## config.mk

```make
export PLATFORM = sky130hd
export DESIGN_NAME = cbx_param
export DESIGN_NICKNAME = d
export VERILOG_FILES = /design/src/rtl/cbx_param.sv
export SDC_FILE = /design/constraint.sdc
export NUM_CORES = 1
export LEC_CHECK = 0
export ABC_AREA = 1
export ABC_CLOCK_PERIOD_IN_PS = 1500
export CELL_PAD_IN_SITES_DETAIL_PLACEMENT = 1
export CELL_PAD_IN_SITES_GLOBAL_PLACEMENT = 1
export CORE_MARGIN = 1
export CORE_UTILIZATION = 26
export DETAILED_ROUTE_END_ITERATION = 7
export HOLD_SLACK_MARGIN = 0.05
export MAX_ROUTING_LAYER = met4
export PLACE_DENSITY = 0.81
export SETUP_SLACK_MARGIN = 0.15
export SYNTH_ARGS = -nofsm -noshare
export SYNTH_HDL_FRONTEND = slang
export SYNTH_SLANG_ARGS = --single-unit
export TNS_END_PERCENT = 30
```

## constraint.sdc

```tcl
create_clock -name prog_clk -period 1.5 [get_ports prog_clk]
set_clock_uncertainty 0.1 [all_clocks]
set_input_delay 0.3 -clock prog_clk [delete_from_list [all_inputs] [get_ports prog_clk]]
set_output_delay 0.3 -clock prog_clk [all_outputs]
set_load 0.05 [all_outputs]
```

## src/rtl/cbx_param.sv

```systemverilog
// cbx_param -- X-channel connection block with a double-buffered config chain.
//
// Passes CHAN_W horizontal tracks straight through in both directions and
// drives NUM_IPIN grid input pins, each from a MUX_SIZE-input routing mux.
// Mux selects are shifted in on the ccff scan chain into a shadow register
// and copied to the active register atomically on ccff_commit. The copy
// happens only if exactly CFG_LEN bits were shifted since the last commit.
//
// Optional feature macro: CBX_CFG_PARITY_EN
//   When defined, the chain gains one extra bit (the last bit shifted, sr[0]).
//   It is chosen so that the XOR of the whole chain is 0. A commit with odd
//   parity is rejected.
//
// Ports:
//   prog_clk         in   configuration clock
//   pReset_n         in   asynchronous active-low reset
//   chanx_left_in    in   [CHAN_W]   tracks entering from the left
//   chanx_right_in   in   [CHAN_W]   tracks entering from the right
//   ccff_head        in   serial configuration data
//   ccff_en          in   shift enable
//   ccff_commit      in   one-cycle strobe, shadow -> active
//   chanx_left_out   out  [CHAN_W]   = chanx_right_in
//   chanx_right_out  out  [CHAN_W]   = chanx_left_in
//   ipin_out         out  [NUM_IPIN] mux outputs to grid pins
//   ccff_tail        out  serial data to the next block
//   cfg_valid        out  an active configuration is loaded
//   cfg_err          out  the last commit was rejected
//
// Legal parameter ranges:
//   NUM_IPIN <= CHAN_W
//   MUX_SIZE is even, 2..2*CHAN_W

module cbx_param #(
   parameter int unsigned CHAN_W   = 5,
   parameter int unsigned NUM_IPIN = 3,
   parameter int unsigned MUX_SIZE = 2
) (
   input  logic                prog_clk,
   input  logic                pReset_n,
   input  logic [CHAN_W-1:0]   chanx_left_in,
   input  logic [CHAN_W-1:0]   chanx_right_in,
   input  logic                ccff_head,
   input  logic                ccff_en,
   input  logic                ccff_commit,
   output logic [CHAN_W-1:0]   chanx_left_out,
   output logic [CHAN_W-1:0]   chanx_right_out,
   output logic [NUM_IPIN-1:0] ipin_out,
   output logic                ccff_tail,
   output logic                cfg_valid,
   output logic                cfg_err
);

   localparam int unsigned SEL_W   = (MUX_SIZE > 2) ? $clog2(MUX_SIZE) : 1;
`ifdef CBX_CFG_PARITY_EN
   localparam int unsigned PAR_W   = 1;
`else
   localparam int unsigned PAR_W   = 0;
`endif
   localparam int unsigned SEL_TOT = NUM_IPIN * SEL_W;
   localparam int unsigned CFG_LEN = SEL_TOT + PAR_W;
   // The counter must be able to hold CFG_LEN+1, its saturation value.
   localparam int unsigned CNT_W   = $clog2(CFG_LEN + 2);
   localparam int unsigned TAPS    = 1 << SEL_W;

   logic [CFG_LEN-1:0] sr;
   logic [CFG_LEN-1:0] sr_nxt;
   logic [SEL_TOT-1:0] active;
   logic [CNT_W-1:0]   cnt;
   logic               cfg_ok;

   // Passthrough: purely combinational, independent of configuration and reset.
   assign chanx_left_out  = chanx_right_in;
   assign chanx_right_out = chanx_left_in;

   // The first bit shifted in ends up in the MSB, which feeds the next block.
   if (CFG_LEN > 1) begin : g_shift_wide
      assign sr_nxt = {sr[CFG_LEN-2:0], ccff_head};
   end else begin : g_shift_one
      assign sr_nxt = ccff_head;
   end

   assign ccff_tail = sr[CFG_LEN-1];

`ifdef CBX_CFG_PARITY_EN
   assign cfg_ok = (cnt == CNT_W'(CFG_LEN)) && !(^sr);
`else
   assign cfg_ok = (cnt == CNT_W'(CFG_LEN));
`endif

   // A commit judges the pre-shift shadow and count, even when a shift
   // happens on the same edge. The parity bit (sr[0]) is not kept in
   // active, so select field i sits at sr[PAR_W + i*SEL_W].
   always_ff @(posedge prog_clk or negedge pReset_n) begin
      if (!pReset_n) begin
         sr        <= '0;
         active    <= '0;
         cnt       <= '0;
         cfg_valid <= 1'b0;
         cfg_err   <= 1'b0;
      end else begin
         if (ccff_en) begin
            sr <= sr_nxt;
         end
         if (ccff_commit) begin
            cnt <= ccff_en ? CNT_W'(1) : '0;
            if (cfg_ok) begin
               active    <= sr[CFG_LEN-1 -: SEL_TOT];
               cfg_valid <= 1'b1;
               cfg_err   <= 1'b0;
            end else begin
               cfg_err   <= 1'b1;
            end
         end else if (ccff_en && (cnt != CNT_W'(CFG_LEN + 1))) begin
            cnt <= cnt + CNT_W'(1);
         end
      end
   end

   // Each mux table is padded up to 2**SEL_W entries with constant zeros.
   // A select of MUX_SIZE or more therefore yields 0.
   // Tap j of ipin i reads track (i + j/2) mod CHAN_W: even j from the
   // left and odd j from the right.
   for (genvar gi = 0; gi < NUM_IPIN; gi++) begin : g_ipin
      logic [TAPS-1:0]  tap;
      logic [SEL_W-1:0] sel;

      assign sel = active[gi*SEL_W +: SEL_W];

      for (genvar gj = 0; gj < TAPS; gj++) begin : g_tap
         if (gj >= MUX_SIZE) begin : g_pad
            assign tap[gj] = 1'b0;
         end else if ((gj % 2) == 0) begin : g_left
            assign tap[gj] = chanx_left_in[(gi + gj/2) % CHAN_W];
         end else begin : g_right
            assign tap[gj] = chanx_right_in[(gi + gj/2) % CHAN_W];
         end
      end

      assign ipin_out[gi] = cfg_valid & tap[sel];
   end

endmodule
```

# == Word-level counts from Yosys, hierarchy flattened ==
# Cells that the tools add are included.
# op_classes
add_sub_neg,1
order_cmp,3
eq_ne,2
muxes,10
bitwise,3
reduce_logical,3
# op_table
operator,count
1-bit 2-to-1 mux,8
"1-bit by 2-bit < comparator with 1-bit output, second input constant",3
3-bit 2-to-1 mux,2
"3-bit by 1-bit adder with 3-bit output, second input constant",1
1-bit bitwise AND,3
"3-bit by 2-bit equality test with 1-bit output, second input constant",1
"3-bit != test, second input constant",1
2-bit AND reduction,1
2-bit nonzero test,1
1-bit logical AND,1
# totals
register_bits,11
word_cells,27

# == Longest topological paths before layout ==
# Gate-level depths: netlist of run 1.
# logic_depth
ltp_word,4
mapped_depth,7
depth_no_buf,7

# == Worst setup path after synthesis of run 1 ==
# No wires, ideal clock.
# synth_path
path_kind,register -> output
from,register cfg_valid
to,output ipin_out[0]
arrival_time_ps,1582
setup_slack_ps,-482
stages_incl_launch_ff,3
path_buffers,0
path_cell_list,dfrtp_1 > o21ai_0 > a21oi_1
# synth_between
elab_chain_cells,1
# synth_lines
element,line,rtl
"start, declared",49,"output logic cfg_valid,"
"start signal, assigned",98,cfg_valid <= 1'b0;
"start signal, assigned",108,cfg_valid <= 1'b1;
1-bit bitwise AND,139,assign ipin_out[gi] = cfg_valid & tap[sel];
"end, declared",47,"output logic [NUM_IPIN-1:0] ipin_out,"
# Every way passes these cells.

# == Worst setup path in the final report of run 1 ==
# Same ends and word-level chain as after synthesis.

==> impl_metrics.env, run 1 <==
export IMPL_rows=17
export IMPL_synth_cell_type_count=13
export IMPL_fin_area_um2=1030
export IMPL_area_growth_pct=70.2
export IMPL_yosys_area_top_type="dfrtp_1"
export IMPL_die_h_um=50.4
export IMPL_diodes=0
export IMPL_grt_pass1_vias=528
export IMPL_reg2reg_from="cnt[0]$_DFFE_PN0P_"
export IMPL_drc=0
export IMPL_die_w_um=50.4
export IMPL_synth_area_leaders="dfrtp_1 (45%), buf_4 (14%), o21ai_0 (8.2%)"
export IMPL_crit_fanout=5
export IMPL_nNetsFinal=112
export IMPL_critical_path_cell_chain="o21ai_2, a21oi_4, buf_12"
export IMPL_syn_area_um2=608
export IMPL_max_stage_delay_ns=0.43
export IMPL_final_cells=121
export IMPL_gp_congestion=0.682
export IMPL_mappedNetlistNets=91
export IMPL_cts_buffers=3
export IMPL_final_util_pct=46.8
export IMPL_worstSetupStartpointType="register"
export IMPL_p_leak_uw=0.000496
export IMPL_p_per_area_nw_per_um2=1420
export IMPL_placed_cells=115
export IMPL_netlist_instances=73
export IMPL_cp_data_arrival_time_ns=1.08
export IMPL_placed_cell_area_um2=970
export IMPL_syn_area_per_cell_um2=8.33
export IMPL_status="completed"
export IMPL_ys_warn_count=0
export IMPL_rsz0062_at_grt="true"
export IMPL_cts_sinks=11
export IMPL_path_clk_slew_ns=0.07
export IMPL_fin_crit_sh_pct=98.7
export IMPL_worstMarginPinSlew_ns=0.501
export IMPL_core_um2=2210
export IMPL_grt_ovfl_total=0
export IMPL_cp_slowest_cell="dfrtp_2"
export IMPL_seq_area_frac_synth_pct=45.3
export IMPL_ioPinCount=31
export IMPL_required_ns=1.10
export IMPL_slew_viol_final=0
export IMPL_synth_seq_cells=11
export IMPL_dieArea_um2=2540
export IMPL_io_buffers=22
export IMPL_avgViaCountPerCell=4.38
export IMPL_slew_headroom_pct=66.5
export IMPL_cts_tree="done"
export IMPL_clockRootBuffer="clkbuf_4"
export IMPL_hold_violations=0
export IMPL_cts_hold_buffers=0
export IMPL_initial_core_util_pct=27.5
export IMPL_post_dp_hpwl_um=1050
export IMPL_grt_antenna_before_repair=0
export IMPL_drive_above_1_share_pct=37.6
export IMPL_drt_iter0_markers=3
export IMPL_dr_pass1_iters=4
export IMPL_ant_nets=0
export IMPL_setup_viol=0
export IMPL_crit_path_start="cfg_valid$_DFFE_PN0P_"
export IMPL_synth_top_area_share_pct=45.3
export IMPL_max_clock_freq_ghz=0.675
export IMPL_grt_first_pass_wirelength_um=2240
export IMPL_r2r_cells=5
export IMPL_clk_path_buf_depth=2
export IMPL_max_vdd_ir_drop_mv=0.679
export IMPL_crit_type="register to output pin"
export IMPL_routed_wl_um=1390
export IMPL_hp_class="input pin to async pin"
export IMPL_h_tree_depth=1
export IMPL_clk_latency_ns=0.27
export IMPL_period_needed_ns=1.48
export IMPL_grt_max_degree=12
export IMPL_drv_cap=0
export IMPL_tns_ns=0
export IMPL_grt_util_all_layers_pct=12.4
export IMPL_vias=530
export IMPL_cp_end_kind="output pin"
export IMPL_wl_per_cell_um=11.5
[synthesized netlist by cell type]
library cell / instances
a21oi_1: 3
buf_4: 11
dfrtp_1: 11
ha_1: 3
inv_1: 11
inv_2: 1
nand2_1: 13
nand2_2: 2
nand3_1: 3
nand4_1: 2
nor2_1: 2
o21ai_0: 10
or2_1: 1
[critical path, delay by kind of cell (launching register included)]
family                 cells  cell delay (ns)
AOI/OAI and AO/OA          2             0.23
buffers and inverters      1             0.15
DFF                        1             0.43
[worst paths after layout]
check,endpoint,slack [ns]
min in group prog_clk,sr[1]$_DFFE_PN0P_,0.40
max in group asynchronous,active[1]$_DFFE_PN0P_,0.67
worst min-delay path,active[0]$_DFFE_PN0P_,0.26
worst max-delay path,ipin_out[0],0.02
worst min register to register,sr[1]$_DFFE_PN0P_,0.40
worst max register to register,cfg_valid$_DFFE_PN0P_,0.19
[through the flow]
stage	hold WS [ns]	setup WS, ns	power (µW)
final	0.260	0.0193	1470
after global routing	0.318	-0.0405	1560
after CTS	0.273	0.00430	1480
after detailed placement	0.394	-0.148	1240
after global placement	0.360	-0.121	1220
after floorplan	-0.0956	0.119	894
[routing by layer]
layer	vias to the layer above	track usage (%)	routed length (µm)
li1	261	-	-
met1	249	13.2	572
met2	18	20.0	710
met3	2	4.24	90
met4	0	6.94	19
met5	-	-	0
[timing repair]
action,4_1_cts,5_1_grt
resized for setup,8,6
endpoints found under the setup margin,10,5
setup buffers,2,0
gates cloned,0,0
pin swaps,2,2
[cell type report]
type / count / area, µm²
Multi-Input combinational cell: 39 / 280
Inverter: 12 / 45.0
Fill cell: 251 / 1180
Tap cell: 28 / 35.0
Timing Repair Buffer: 27 / 370
Sequential cell: 11 / 278
Clock buffer: 4 / 26.3
[placed cells by master, fill, tap and decap left out, drive strengths merged]
cell type       n
ha              3
a21oi           3
dfrtp          11
nand4           2
nand3           3
nand2          15
inv            12
clkdlybuf4s50   4
nor2            2
buf            17
or2             1
o21ai          10
dlygate4sd2     6
clkbuf          4
[power breakdown]
| part | internal [µW] | switching [µW] | leakage, µW | total (µW) |
|---|---|---|---|---|
| sequential | 366 | 92.3 | 0.000133 | 458 |
| clock | 103 | 101 | 0.0000150 | 204 |
| combinational | 398 | 413 | 0.000348 | 810 |
[flip-flops by register name, summed over array words and instances, names as in the netlist]
signal	count
cnt	3
sr	3
cfg_err	1
cfg_valid	1
active	3
[cells by family (layout without fill, tap and decap cells)]
kind of cell | count (synthesis) | after routing | synth area share (%)
DFF | 11 | 11 | 45.3
and+or+nand+nor | 23 | 23 | 16.9
buffers and inverters | 23 | 43 | 21.0
AOI/OAI and AO/OA | 13 | 13 | 10.7
adders and majority gates | 3 | 3 | 6.17
(Power assumes the default switching activity.)
==> run 2, diff against run 1 <==
--- a/config.mk
+++ b/config.mk
@@ -6,15 +6,15 @@
 export NUM_CORES = 1
 export LEC_CHECK = 0
 export ABC_AREA = 1
-export ABC_CLOCK_PERIOD_IN_PS = 1500
+export ABC_CLOCK_PERIOD_IN_PS = 1300
 export CELL_PAD_IN_SITES_DETAIL_PLACEMENT = 1
 export CELL_PAD_IN_SITES_GLOBAL_PLACEMENT = 1
 export CORE_MARGIN = 1
-export CORE_UTILIZATION = 26
+export CORE_UTILIZATION = 24
 export DETAILED_ROUTE_END_ITERATION = 7
 export HOLD_SLACK_MARGIN = 0.05
 export MAX_ROUTING_LAYER = met4
-export PLACE_DENSITY = 0.81
+export PLACE_DENSITY = 0.78
 export SETUP_SLACK_MARGIN = 0.15
 export SYNTH_ARGS = -nofsm -noshare
 export SYNTH_HDL_FRONTEND = slang
==> constraint.sdc (replaced) <==
create_clock -name prog_clk -period 1.3 [get_ports prog_clk]
set_clock_uncertainty 0.1 [all_clocks]
set_input_delay 0.26 -clock prog_clk [delete_from_list [all_inputs] [get_ports prog_clk]]
set_output_delay 0.26 -clock prog_clk [all_outputs]
set_load 0.05 [all_outputs]
==> run 2 against run 1 <==
Against the previous run: the flow now finishes with violations (negative setup slack); first-iteration DRC count shrank 100%; worst hold slack lost 0.079 ns; critical path depth grew 1; final cell count grew 5.0%; largest cell class unchanged.
==> impl_metrics.env, run 2 (synthesis results as in run 1) <==
export IMPL_status="finished with violations"
export IMPL_violations="negative setup slack"
export IMPL_cts_buffers=3
export IMPL_layout_commonest_cell="buf_12"
export IMPL_clockRootBuffer="clkbuf_4"
export IMPL_initial_core_util_pct=26.5
export IMPL_drt_iter0_markers=0
export IMPL_max_vdd_ir_drop_mv=0.752
export IMPL_hp_class="input pin to async pin"
export IMPL_hold_ws_ns=0.181
export IMPL_setup_viol=6
export IMPL_grt_antenna_before_repair=0
export IMPL_drive_above_1_share_pct=43.4
export IMPL_crit_type="input pin to output pin"
export IMPL_dieArea_um2=2740
export IMPL_crit_fanout=2
export IMPL_worstSetupStartpointType="input pin"
export IMPL_setup_ws_ns=-0.175
export IMPL_worstMarginPinSlew_ns=0.362
export IMPL_rsz0062_at_grt="true"
export IMPL_grt_first_pass_wirelength_um=2790
export IMPL_diodes=0
export IMPL_cp_end_kind="output pin"
export IMPL_core_um2=2300
export IMPL_drv_cap=0
export IMPL_area_growth_pct=81.7
export IMPL_rows=17
export IMPL_ant_nets=0
export IMPL_fin_crit_sh_pct=113
export IMPL_nNetsFinal=118
export IMPL_h_tree_depth=1
export IMPL_die_h_um=52.3
export IMPL_clk_latency_ns=0.27
export IMPL_avgViaCountPerCell=4.37
export IMPL_grt_pass1_vias=609
export IMPL_path_clk_slew_ns=0.07
export IMPL_layout_common_cells="buf_12 (12), nand2_1 (11), inv_1 (10), dfrtp_1 (9), buf_4 (8)"
export IMPL_cts_tree="done"
export IMPL_slew_viol_final=0
export IMPL_detailedPlace_worstSlack_ns=-0.289
export IMPL_grt_ovfl_total=0
export IMPL_drc=0
export IMPL_grt_max_degree=12
export IMPL_dr_pass1_iters=1
export IMPL_ioPinCount=31
export IMPL_cp_data_arrival_time_ns=1.11
export IMPL_largestRegisters="active x3, cnt x3, sr x3"
export IMPL_die_w_um=52.3
export IMPL_io_buffers=22
export IMPL_p_leak_uw=0.000533
export IMPL_cts_hold_buffers=0
export IMPL_p_per_area_nw_per_um2=1600
export IMPL_wl_per_cell_um=13.5
export IMPL_fillers=259
export IMPL_routed_wl_um=1720
export IMPL_clk_path_buf_depth=2
export IMPL_vias=555
export IMPL_gp_congestion=0.649
export IMPL_post_dp_hpwl_um=1330
export IMPL_slew_headroom_pct=75.8
export IMPL_period_needed_ns=1.47
export IMPL_max_clock_freq_ghz=0.678
export IMPL_cts_sinks=11
export IMPL_hold_violations=0
export IMPL_grt_util_all_layers_pct=15.0
export IMPL_required_ns=0.94
-- run 2: cell types whose count changed in the layout (fill, tap and decap cells not counted), moves of 3 or more --
cell             change
buf_4                +3
buf_6                +3
clkdlybuf4s15_1      +4
dlygate4sd2_1        -5
o21ai_0              -3
o21ai_1              +3
-- run 2: layout make-up --
cell class              count  area (µm²)  share of cell area, %
clock buffers               4        26.3                   2.38
inverters                  12        45.0                   4.08
multi-input cells          39         288                   26.0
flip-flops and latches     11         278                   25.1
well taps                  28        35.0                   3.17
repair buffers             33         433                   39.2
-- run 2: final timing paths --
kind                                    endpoint  slack [ns]  depth (start not counted)               start
max                                  ipin_out[2]       -0.17                          4   chanx_right_in[2]
min                           cnt[1]$_DFFE_PN0P_        0.18                          2            pReset_n
min reg2reg                    sr[2]$_DFFE_PN0P_        0.39                          2   sr[1]$_DFFE_PN0P_
max reg2reg                   cnt[0]$_DFFE_PN0P_       -0.02                          8  cnt[0]$_DFFE_PN0P_
max in group asynchronous  active[2]$_DFFE_PN0P_        0.76                          2            pReset_n
min in group prog_clk          sr[2]$_DFFE_PN0P_        0.39                          2   sr[1]$_DFFE_PN0P_
-- run 2: critical path, stage by stage --
cell and delay (ns):
clkdlybuf4s50_1 0.48, inv_1 0.07, a21oi_4 0.15, buf_12 0.15
-- run 2: power breakdown --
| group | internal (µW) | switching [µW] | leakage (µW) |
|---|---|---|---|
| clock network | 119 | 120 | 0.0000150 |
| logic | 494 | 510 | 0.000385 |
| registers | 422 | 102 | 0.000133 |
| total | 1040 | 731 | 0.000533 |
-- run 2: per-layer routing --
| metal | up-vias | track usage (%) | wire, µm |
|---|---|---|---|
| li1 | 272 | - | - |
| met1 | 249 | 15.2 | 637 |
| met2 | 30 | 26.2 | 886 |
| met3 | 4 | 3.19 | 167 |
| met4 | 0 | 9.21 | 23 |
| met5 | - | - | 0 |
-- run 2: metrics by stage --
| step | cell area, µm² | power [µW] | cells | setup TNS (ns) | utilization, % |
|---|---|---|---|---|---|
| 5_1_grt | 1100 | 1870 | 127 | -0.868 | 48.1 |
| 4_1_cts | 1080 | 1760 | 126 | -0.667 | 46.8 |
| 6_report | 1100 | 1770 | 127 | -0.584 | 48.1 |
| 3_3_place_gp | 1010 | 1430 | 120 | -1.26 | 43.8 |
| 3_5_place_dp | 1010 | 1470 | 120 | -1.68 | 43.8 |
| 2_1_floorplan | 654 | 1030 | 73 | -0.127 | - |
-- run 2: what timing repair did --
action,in CTS,in global routing
cloned,0,0
endpoints found under the setup margin,20,16
gates resized for setup,19,7
pin swaps,3,0
setup buffers,2,1
